$ cat src/rtl/univ_shift_engine.sv
// univ_shift_engine
//   Universal shift/rotate register with a multi-bit amount per cycle,
//   registered serial outputs at both ends and a burst engine that repeats
//   one latched operation a programmed number of cycles.
// Ports
//   clk, reset_n          clock, asynchronous active-low reset
//   en                    single-step op with live inputs (IDLE only)
//   start, count          launch a burst of count ops (IDLE only, beats en)
//   op, shamt             operation select and shift/rotate amount
//   sin_l, sin_r          fill bits for SHR (MSB side) / SHL (LSB side)
//   d                     parallel load data
//   q                     register contents
//   sout_l, sout_r        last bit pushed out of the MSB / LSB side
//   busy, done            burst in progress / one-cycle burst-complete pulse
module univ_shift_engine #(
  parameter int N  = 8,
  parameter int SW = $clog2(N),
  parameter int CW = 8
) (
  input  logic          clk,
  input  logic          reset_n,
  input  logic          en,
  input  logic          start,
  input  logic [2:0]    op,
  input  logic [SW-1:0] shamt,
  input  logic          sin_l,
  input  logic          sin_r,
  input  logic [N-1:0]  d,
  input  logic [CW-1:0] count,
  output logic [N-1:0]  q,
  output logic          sout_l,
  output logic          sout_r,
  output logic          busy,
  output logic          done
);

  typedef enum logic [2:0] {
    OP_HOLD = 3'b000, OP_LOAD = 3'b001, OP_SHL = 3'b010, OP_SHR = 3'b011,
    OP_ROL  = 3'b100, OP_ROR  = 3'b101, OP_ASR = 3'b110, OP_CLR = 3'b111
  } op_e;

  typedef enum logic {S_IDLE, S_RUN} state_e;

  state_e        state;
  logic [2:0]    op_r;
  logic [SW-1:0] shamt_r;
  logic          sin_l_r, sin_r_r;
  logic [N-1:0]  d_r;
  logic [CW-1:0] rem;

  // operand select: latched copy during a burst, live inputs otherwise
  logic          run, exec;
  logic [2:0]    x_op;
  logic [SW-1:0] x_sh;
  logic          x_sinl, x_sinr;
  logic [N-1:0]  x_d;

  assign run    = (state == S_RUN);
  assign x_op   = run ? op_r    : op;
  assign x_sh   = run ? shamt_r : shamt;
  assign x_sinl = run ? sin_l_r : sin_l;
  assign x_sinr = run ? sin_r_r : sin_r;
  assign x_d    = run ? d_r     : d;
  assign exec   = run || (start ? (count != '0) : en);

  logic [N-1:0] nq, tl, tr;
  logic         nsl, nsr;
  int unsigned  s, rs;

  // Shifts by s >= N naturally clear to the fill value; rotates use s mod N.
  // Serial-out bits are taken from the value shifted by (amount-1) so no
  // variable bit index is needed.
  always_comb begin
    s   = 32'(x_sh);
    rs  = s % N;
    nq  = q;
    nsl = sout_l;
    nsr = sout_r;
    tl  = '0;
    tr  = '0;
    case (op_e'(x_op))
      OP_LOAD: nq = x_d;
      OP_CLR:  nq = '0;
      OP_SHL: begin
        nq = (q << s) | ({N{x_sinr}} & ~({N{1'b1}} << s));
        if (s != 0) begin
          tl  = q << (s - 1);
          nsl = tl[N-1];
        end
      end
      OP_SHR: begin
        nq = (q >> s) | ({N{x_sinl}} & ~({N{1'b1}} >> s));
        if (s != 0) begin
          tr  = q >> (s - 1);
          nsr = tr[0];
        end
      end
      OP_ASR: begin
        nq = (q >> s) | ({N{q[N-1]}} & ~({N{1'b1}} >> s));
        if (s != 0) begin
          tr  = q >> (s - 1);
          nsr = tr[0];
        end
      end
      OP_ROL: begin
        nq = (q << rs) | (q >> (N - rs));
        if (rs != 0) begin
          tl  = q << (rs - 1);
          nsl = tl[N-1];
        end
      end
      OP_ROR: begin
        nq = (q >> rs) | (q << (N - rs));
        if (rs != 0) begin
          tr  = q >> (rs - 1);
          nsr = tr[0];
        end
      end
      default: nq = q;
    endcase
  end

  always_ff @(posedge clk or negedge reset_n) begin
    if (!reset_n) begin
      state   <= S_IDLE;
      q       <= '0;
      sout_l  <= 1'b0;
      sout_r  <= 1'b0;
      busy    <= 1'b0;
      done    <= 1'b0;
      op_r    <= '0;
      shamt_r <= '0;
      sin_l_r <= 1'b0;
      sin_r_r <= 1'b0;
      d_r     <= '0;
      rem     <= '0;
    end else begin
      done <= 1'b0;
      if (exec) begin
        q      <= nq;
        sout_l <= nsl;
        sout_r <= nsr;
      end
      case (state)
        S_IDLE: if (start) begin
          op_r    <= op;
          shamt_r <= shamt;
          sin_l_r <= sin_l;
          sin_r_r <= sin_r;
          d_r     <= d;
          // the launch edge already performs op #1, so a single-op burst
          // (or an empty one) completes right here
          if (count <= CW'(1)) begin
            done <= 1'b1;
          end else begin
            state <= S_RUN;
            busy  <= 1'b1;
            rem   <= count - 1'b1;
          end
        end
        S_RUN: begin
          if (rem == CW'(1)) begin
            state <= S_IDLE;
            busy  <= 1'b0;
            done  <= 1'b1;
          end
          rem <= rem - 1'b1;
        end
        default: state <= S_IDLE;
      endcase
    end
  end

endmodule
$ cat config.mk
export PLATFORM = sky130hd
export DESIGN_NAME = univ_shift_engine
export DESIGN_NICKNAME = d
export VERILOG_FILES = /design/src/rtl/univ_shift_engine.sv
export SDC_FILE = /design/constraint.sdc
export NUM_CORES = 1
export LEC_CHECK = 0
export ABC_AREA = 0
export CORE_MARGIN = 1
export CORE_UTILIZATION = 30
export CTS_CLUSTER_DIAMETER = 40
export DETAILED_ROUTE_END_ITERATION = 6
export SLEW_MARGIN = 10
export SYNTH_ARGS = -nofsm -noshare
export SYNTH_HDL_FRONTEND = slang
export SYNTH_SLANG_ARGS = --single-unit
$ cat constraint.sdc
create_clock -name clk -period 7.6 [get_ports clk]
set_input_delay 1.52 -clock clk [delete_from_list [all_inputs] [get_ports clk]]
set_output_delay 1.52 -clock clk [all_outputs]
set_load 0.05 [all_outputs]
After elaboration in Yosys (flattened, before gate mapping)
Index checks and enable logic that the tools add are counted.
{"block": "totals", "output_inout_bits": 12, "elab_cells": 93, "inputBits": 28, "register_bits": 37}
{"block": "op_classes", "magnitude_cmp": 1, "n_shift": 8, "bitwise_logic": 11, "n_reduce_logical": 14, "n_mux": 28, "eq_ne": 15, "addsub": 4}
{"op": "$shl A8 B32 Y8", "n": 2}
{"op": "$pmux W8 S7", "n": 1}
{"op": "$or A8 B8 Y8", "n": 5}
{"op": "$reduce_bool A32 Y1", "n": 1}
{"op": "$shr A8 B32 Y1", "n": 1}
{"op": "$shr A8 B32 Y8", "n": 1}
{"op": "$and A8 B8 Y8", "n": 3}
{"op": "$mux W8", "n": 3}
{"op": "$mux W1", "n": 16}
{"op": "$not A8 Y8", "n": 2}
{"op": "$pmux W8 S2", "n": 1}
{"op": "$sub A8 B1 Y8 const B", "n": 2}
{"op": "$eq A3 B3 Y1 const B", "n": 4}
{"op": "$ne A2 B2 Y1 const B", "n": 5}
{"op": "$pmux W1 S2", "n": 5}
{"op": "$eq A8 B1 Y1 const B", "n": 1}
{"op": "$le A8 B1 Y1 const B", "n": 1}
{"op": "$reduce_and A4 Y1", "n": 2}
{"op": "$reduce_bool A8 Y1", "n": 1}
{"op": "$shl A8 B3 Y8", "n": 1}
{"op": "$shl A8 B3 Y8 const A", "n": 1}
{"op": "$shr A8 B3 Y8", "n": 1}
{"op": "$shr A8 B3 Y8 const A", "n": 1}
{"op": "$reduce_bool A7 Y1", "n": 1}
{"op": "other kinds (13)", "n": 19}

Longest topological paths before layout
Gate-level depths: netlist (run 1).
{"block": "logic_depth", "ltp_word": 6, "mapped_depth": 13, "depth_no_buf": 10}

Worst setup path before layout (run 1)
OpenSTA, ideal clock, no wires.
{"block": "synth_path", "path_kind": "input to register", "startpoint": "in shamt[1]", "endpoint": "reg q[4]", "setup_time_ns": 0.134, "arrival_ns": 4.031, "stages": 12, "required_ns": 7.466, "n_path_buf": 2, "setup_slack_ns": 3.436, "cell_sequence": "mux2i_1 > clkbuf_1 > ha_1 > inv_1 > ha_1 > clkbuf_1 > clkinv_1 > nand2_1 > o2111a_1 > o21ai_0 > a2111oi_0 > o21ai_1"}
{"block": "synth_via", "elab_chain_cells": 6, "word_cells_on_any_way": 19, "classes_between": "1 x add/sub; 6 x shift; 2 x mux; 10 x bitwise"}
{"item": "from (decl)", "line_no": "25", "text": "input logic [SW-1:0] shamt,"}
{"item": "$mux W3 *", "line_no": "60", "text": "assign x_sh = run ? shamt_r : shamt;"}
{"item": "parallel branches: the longest is 4 deep, another holds $sub A4 B3 Y5"}
{"item": "$pmux W8 S7 *", "line_no": "81", "text": "case (op_e'(x_op))"}
{"item": "to (signal assigned)", "line_no": "140", "text": "q <= nq;"}
{"item": "to (decl)", "line_no": "30", "text": "output logic [N-1:0] q,"}
Every way passes the cells marked *.
A chain may end at the register's enable or synchronous reset.

Worst setup path in the final report (run 1)
{"block": "layout_path", "startpoint": "in shamt[0]", "endpoint": "reg q[4]"}
The elaborated chain is that of the path after synthesis.

==> results of run 1 <==
## flip-flops by register name, summed over array words and instances (netlist names), 3 cells and up
name / flops
op_r: 3
d_r: 8
rem: 8
q: 8
shamt_r: 3
## layer usage
layer / vias up / share of wire / track usage / routed length (um)
li1: 1553 / - / - / -
met2: 144 / 0.45 / 0.263 / 4960
met3: 21 / 0.064 / 0.0313 / 705
met5: - / 0 / 0 / 0
met1: 1648 / 0.46 / 0.254 / 5000
met4: 0 / 0.027 / 0.0640 / 292
## cells by family after synthesis
logic type | count (synthesis) | synth area share
AO/OA/AOI/OAI | 103 | 0.208
XOR/XNOR | 15 | 0.0393
adder cells (fa/ha/maj) | 9 | 0.0319
buffers and inverters | 49 | 0.0610
flip-flops | 37 | 0.262
multiplexers | 61 | 0.210
AND/OR/NAND/NOR | 126 | 0.187
## through the flow
step | instances | power, W | utilization
after floorplan | 400 | 0.00148 | -
after global placement | 553 | 0.00185 | 0.347
after global routing | 561 | 0.00223 | 0.360
final | 561 | 0.00210 | 0.360
after CTS | 561 | 0.00208 | 0.360
after detailed placement | 553 | 0.00185 | 0.347
## cell type report
type | count | area [um^2] | area share
clock buffer | 7 | 153 | 0.0369
inverter | 16 | 60.1 | 0.0145
clock inverter | 1 | 5.00 | 0.00121
tap | 143 | 179 | 0.0433
timing repair buffer | 43 | 415 | 0.101
multi-input combinational | 314 | 2390 | 0.579
sequential | 37 | 927 | 0.224
## power groups by stage
stage	Sequential [W]	Combinational (W)	Clock, W
floorplan	0.000444	0.00103	0
global placement	0.000436	0.00141	0
detailed placement	0.000438	0.00141	0
CTS	0.000436	0.00142	0.000226
global route	0.000456	0.00154	0.000234
finish	0.000440	0.00144	0.000220
## placed cells by master (no fill, tap or decap), drive strengths merged, types with 3 or more instances in the layout
master	n
nand2	40
clkdlybuf4s50	38
dfrtp	37
mux2i	27
mux2	26
a21oi	20
o21ai	20
nor2	19
inv	15
nor3	12
nor4	9
ha	9
xnor2	9
mux4	8
nand3	8
clkbuf	7
nand2b	6
xor2	6
o31ai	5
a31oi	5
a211o	5
o221ai	5
buf	5
or4	4
a221oi	4
o211ai	4
and2	4
a2111oi	4
and3	4
or3	3
nand4b	3
a21boi	3
o32ai	3
## worst max-delay path by stage
stage | start | end | slack (ps) | cells past startpoint
2_1_floorplan | shamt[1] | q[4] | 3440 | 12
6_report | shamt[0] | q[4] | 2830 | 11
4_1_cts | shamt[0] | q[4] | 2910 | 11
5_1_grt | shamt[0] | q[4] | 2540 | 11
3_5_place_dp | shamt[0] | q[4] | 2610 | 11
3_3_place_gp | shamt[0] | q[4] | 2700 | 11
## critical path: cells and delay by family
family / cells / cell delay, ps
AO/OA/AOI/OAI: 4 / 800
adder cells (fa/ha/maj): 2 / 860
buffers and inverters: 3 / 890
multiplexers: 1 / 680
AND/OR/NAND/NOR: 1 / 170
==> results_dict.tcl, run 1 <==
set metrics [dict create \
    status "completed" \
    min_delay_worst_endpoint "sout_r" \
    postSynthNetCount 437 \
    comb_power_share 0.686 \
    synth_top_cell_by_area "sky130_fd_sc_hd__dfrtp_1" \
    cts_tree "yes" \
    cts.reportedPaths.clkPinSlew_ps 60 \
    yosysTopAreaCellShare 0.262 \
    power_frac_seq 0.209 \
    r2r_endpoint "q[4]" \
    synth_area_leaders "sky130_fd_sc_hd__dfrtp_1, sky130_fd_sc_hd__mux2_2, sky130_fd_sc_hd__mux2i_1, sky130_fd_sc_hd__mux4_2, sky130_fd_sc_hd__nand2_1" \
    power.clock.fraction 0.105 \
    cp.arrival_ps 4930 \
    worstSetupPathType "in -> reg" \
    ys_types 66 \
    min_period_ps 4770 \
    timing_hold_violations_final 0 \
    setup-tns-final_ps 0 \
    syn_to_final_growth_pct 17.0 \
    max-vdd-ir-drop_mv 0.182 \
    synth_area_per_cell_um2 8.83 \
    cts_setup_buffers 0 \
    path_cells "clkdlybuf4s50_1 > mux2i_2 > ha_1 > inv_1 > ha_1 > clkinv_1 > nand2_1 > o2111a_1 > o21ai_0 > a2111oi_0 > o21ai_1" \
    clock_tree.buffer_depth 2 \
    timing.reg2reg.worst_path_depth 10 \
    gr-total-overflow 0 \
    nNetsFinal 454 \
    placedInstanceArea_um2 3980 \
    crit_fanout 10 \
    postSynth.asyncResetShare 1.00 \
    setup_ws_ps 2830 \
    clock_tree.root_cell "sky130_fd_sc_hd__clkbuf_16" \
    worst_hold_slack_ps 484 \
    cell_internal_pwr_w 0.00104 \
    period_share 0.628 \
    layout-drive-gt1-share 0.144 \
    postCtsHoldBufs 0 \
    setup_viol_count_final 0 \
    die_height_um 110 \
    final_cell_area_um2 4130 \
    critical_path.most_common_cell "sky130_fd_sc_hd__ha_1" \
    syn_area_um2 3530 \
    timing.hold.worst.start "sout_r" \
    pwr_density_cell_nw_per_um2 508 \
    htree_levels 2 \
    synth_enable_flop_cells 0 \
    first_global_vias 3079 \
    grt_pass1_wl_um 17300 \
    clock_skew_ps 6.64 \
    antenna_cells_inserted 0 \
    synthTopCellsByCount "sky130_fd_sc_hd__nand2_1, sky130_fd_sc_hd__dfrtp_1, sky130_fd_sc_hd__mux2i_1" \
    power.net_switching_w 0.00106 \
    clock_latency_ps 280 \
    post_cts_resize_count 0 \
    design.die.area_um2 12200 \
    p_leak_nw 1.69 \
    clock_sink_count 37 \
    place.detailed.hpwl_um 7840 \
    worst_slew_pin_slew_ps 946 \
    grt_start_max_net_pins 48 \
    timing.reg2reg.setup_slack_ps 3970 \
    timing_max_transition_violations_final 0 \
    starting_density_of_the_core 0.308 \
    ys.flop_type "sky130_fd_sc_hd__dfrtp_1" \
    detail_route.drc_violations 0 \
    holdCritPathClass "reg -> reg" \
    firstDrtPassIters 4 \
    cts_made_buffers 5 \
    crit_path_start_kind "input pin" \
    num-fill-cells 1169 \
    worst_hold_path.num_cells 2 \
    post_drt_via_cell_ratio 6.00 \
    timing.max_cap.violations 0 \
    route.vias.total 3366 \
    synthesis.instances 400 \
    die_w_um 110 \
    timing.critical_path.to_type "register" \
    grt_antenna_before_repair 0 \
    floorplan.core_area_um2 11500 \
    placement_rows 39 \
    synth.ff_latch_count 37 \
    data_required_time_at_the_worst_endpoint_ps 7750 \
    slew_headroom 0.369 \
    postRouteWirelength_um 11000 \
    place.gp.congestion 0.926 \
    dpl_worst_slack_ps 2610 \
    placement.io_buffers 39 \
    grtUsageTotal 0.177 \
    routedWlPerCell_um 19.5 \
    timing.rr.start "run" \
    synth.yosys.seq_area_share 0.262 \
    drtIter0Drc 292 \
    antenna_violating_nets_left 0 \
    crit_path_max_incr_delay_ps 680 \
    yosysMostFrequentCell "sky130_fd_sc_hd__nand2_1" \
    rsz0062_at_grt "no" \
    num_io_pins 40 \
    critical-path-slowest-cell "sky130_fd_sc_hd__mux2i_2" \
    synth_warnings 0 \
    switching_share 0.506 \
    fmaxAchievable_mhz 210 \
]
Power figures use the tool's default switching activity.
==> run 2, diff against run 1 <==
- clock period: 7.6 -> 3.8 ns (I/O delays scaled with it)
==> run 2 against run 1 <==
Clock power grew 84%; sequential cell count stayed put; setup slack lost 2300 ps; first-iteration DRC count up 11%; register-to-register slack got worse by 3200 ps; critical path depth decreased by 2; hold slack worse by 7.5 ps; wire length decreased by 0.27%; die area unchanged.
==> results_dict.tcl, run 2 (synthesis gave the netlist of run 1 again) <==
set metrics [dict create \
    placement_rows 39 \
    post_cts_resize_count 0 \
    cts.reportedPaths.clkPinSlew_ps 60 \
    timing.max_cap.violations 0 \
    routedWlPerCell_um 19.0 \
    cts_setup_buffers 0 \
    firstDrtPassIters 5 \
    route.vias.total 3414 \
    drtIter0Drc 325 \
    antenna_violating_nets_left 0 \
    holdCritPathClass "reg -> reg" \
    fmaxAchievable_mhz 304 \
    timing.hold.worst.start "sout_r" \
    gr-total-overflow 0 \
    num_io_pins 40 \
    min_delay_worst_endpoint "sout_r" \
    final_cell_area_um2 4220 \
    floorplan.core_area_um2 11500 \
    p_leak_nw 1.75 \
    timing.reg2reg.setup_slack_ps 750 \
    crit_path_start_kind "input pin" \
    data_required_time_at_the_worst_endpoint_ps 3960 \
    status "completed" \
    grt_start_max_net_pins 38 \
    postRouteWirelength_um 10900 \
    largest_regs "d_r (8), q (8), rem (8)" \
    clock_tree.root_cell "sky130_fd_sc_hd__clkbuf_16" \
    pwr_density_cell_nw_per_um2 1010 \
    place.gp.congestion 0.953 \
    cts_tree "yes" \
    cell_internal_pwr_w 0.00212 \
    post_drt_via_cell_ratio 5.94 \
    grtUsageTotal 0.181 \
    syn_to_final_growth_pct 19.5 \
    worstSetupPathType "in -> reg" \
    clock_tree.buffer_depth 2 \
    clock_skew_ps 3.54 \
    max-vdd-ir-drop_mv 0.510 \
    layout.area.seq_um2 927 \
    comb_power_share 0.699 \
    crit_fanout 14 \
    power.net_switching_w 0.00216 \
    first_global_vias 3207 \
    setup_viol_count_final 0 \
    r2r_endpoint "q[7]" \
    timing.critical_path.to_type "register" \
    power_frac_seq 0.206 \
    dpl_worst_slack_ps 273 \
    clock_latency_ps 280 \
    grt_pass1_wl_um 17800 \
    slew_headroom 0.424 \
    min_period_ps 3290 \
    timing_max_transition_violations_final 0 \
    post_route_core_utilization 0.368 \
    worst_hold_path.num_cells 2 \
    multiInputGateArea_um2 2390 \
    postCtsHoldBufs 0 \
    clock_sink_count 37 \
    num-fill-cells 1166 \
    switching_share 0.505 \
    antenna_cells_inserted 0 \
    detail_route.drc_violations 0 \
    worst_slew_pin_slew_ps 864 \
    die_w_um 110 \
    htree_levels 2 \
    nNetsFinal 468 \
    die_height_um 110 \
    layout.cells.most_common_list "sky130_fd_sc_hd__nand2_1, sky130_fd_sc_hd__clkdlybuf4s50_1, sky130_fd_sc_hd__dfrtp_1" \
    rsz0062_at_grt "no" \
    timing.rr.start "run" \
    timing_hold_violations_final 0 \
    setup-tns-final_ps 0 \
    setup_ws_ps 510 \
    starting_density_of_the_core 0.308 \
    placement.io_buffers 39 \
    grt_antenna_before_repair 0 \
    place.detailed.hpwl_um 8060 \
    timing.reg2reg.worst_path_depth 8 \
    cts_made_buffers 5 \
    placedInstanceArea_um2 4080 \
    most_common_cell_after_layout_fill_and_taps_aside "sky130_fd_sc_hd__nand2_1" \
    period_share 0.866 \
    power.clock.fraction 0.094 \
    design.die.area_um2 12200 \
    layout-drive-gt1-share 0.169 \
    cp.arrival_ps 3450 \
]
## run 2: worst max-delay path by stage
stage	startpoint	endpoint	slack, ps	cells after the start
4_1_cts	shamt[0]	q[7]	560	9
3_3_place_gp	shamt[0]	q[7]	350	9
3_5_place_dp	shamt[0]	q[7]	270	9
5_1_grt	shamt[0]	q[7]	360	9
2_1_floorplan	shamt[1]	q[4]	400	12
6_report	shamt[0]	q[7]	510	9
## run 2: worst max-delay path: stages
cell and delay (ps):
sky130_fd_sc_hd__clkdlybuf4s50_1 580, sky130_fd_sc_hd__mux2i_2 120, sky130_fd_sc_hd__buf_4 220, sky130_fd_sc_hd__inv_2 250, sky130_fd_sc_hd__mux2i_1 550, sky130_fd_sc_hd__mux4_2 340
sky130_fd_sc_hd__nor2_1 40, sky130_fd_sc_hd__o31a_1 300, sky130_fd_sc_hd__o32a_1 290
## run 2: power by group through the flow
stage	Sequential, W	Combinational, W	Clock, W
final	0.000883	0.00299	0.000404
after CTS	0.000878	0.00295	0.000412
after floorplan	0.000888	0.00206	0
after global placement	0.000873	0.00294	0
after detailed placement	0.000886	0.00293	0
after global routing	0.000917	0.00323	0.000427
## run 2: cell type report
cell class | count | share of cell area
repair buffers | 57 | 0.123
inverters | 16 | 0.0142
clock buffers | 6 | 0.0305
multi-input cells | 314 | 0.567
well taps | 143 | 0.0424
clock inverters | 2 | 0.00237
flip-flops and latches | 37 | 0.220
## run 2: routing by layer
metal,GRT usage,wire (um)
met1,0.244,4830
met2,0.284,5040
met3,0.0406,763
met4,0.0631,296
met5,0,0
## run 2: stage by stage
step,cells,total power [W],hold slack (ps)
finish,575,0.00428,476
CTS,575,0.00424,484
detailed placement,567,0.00381,471
global route,575,0.00457,513
floorplan,400,0.00295,464
global placement,567,0.00381,468
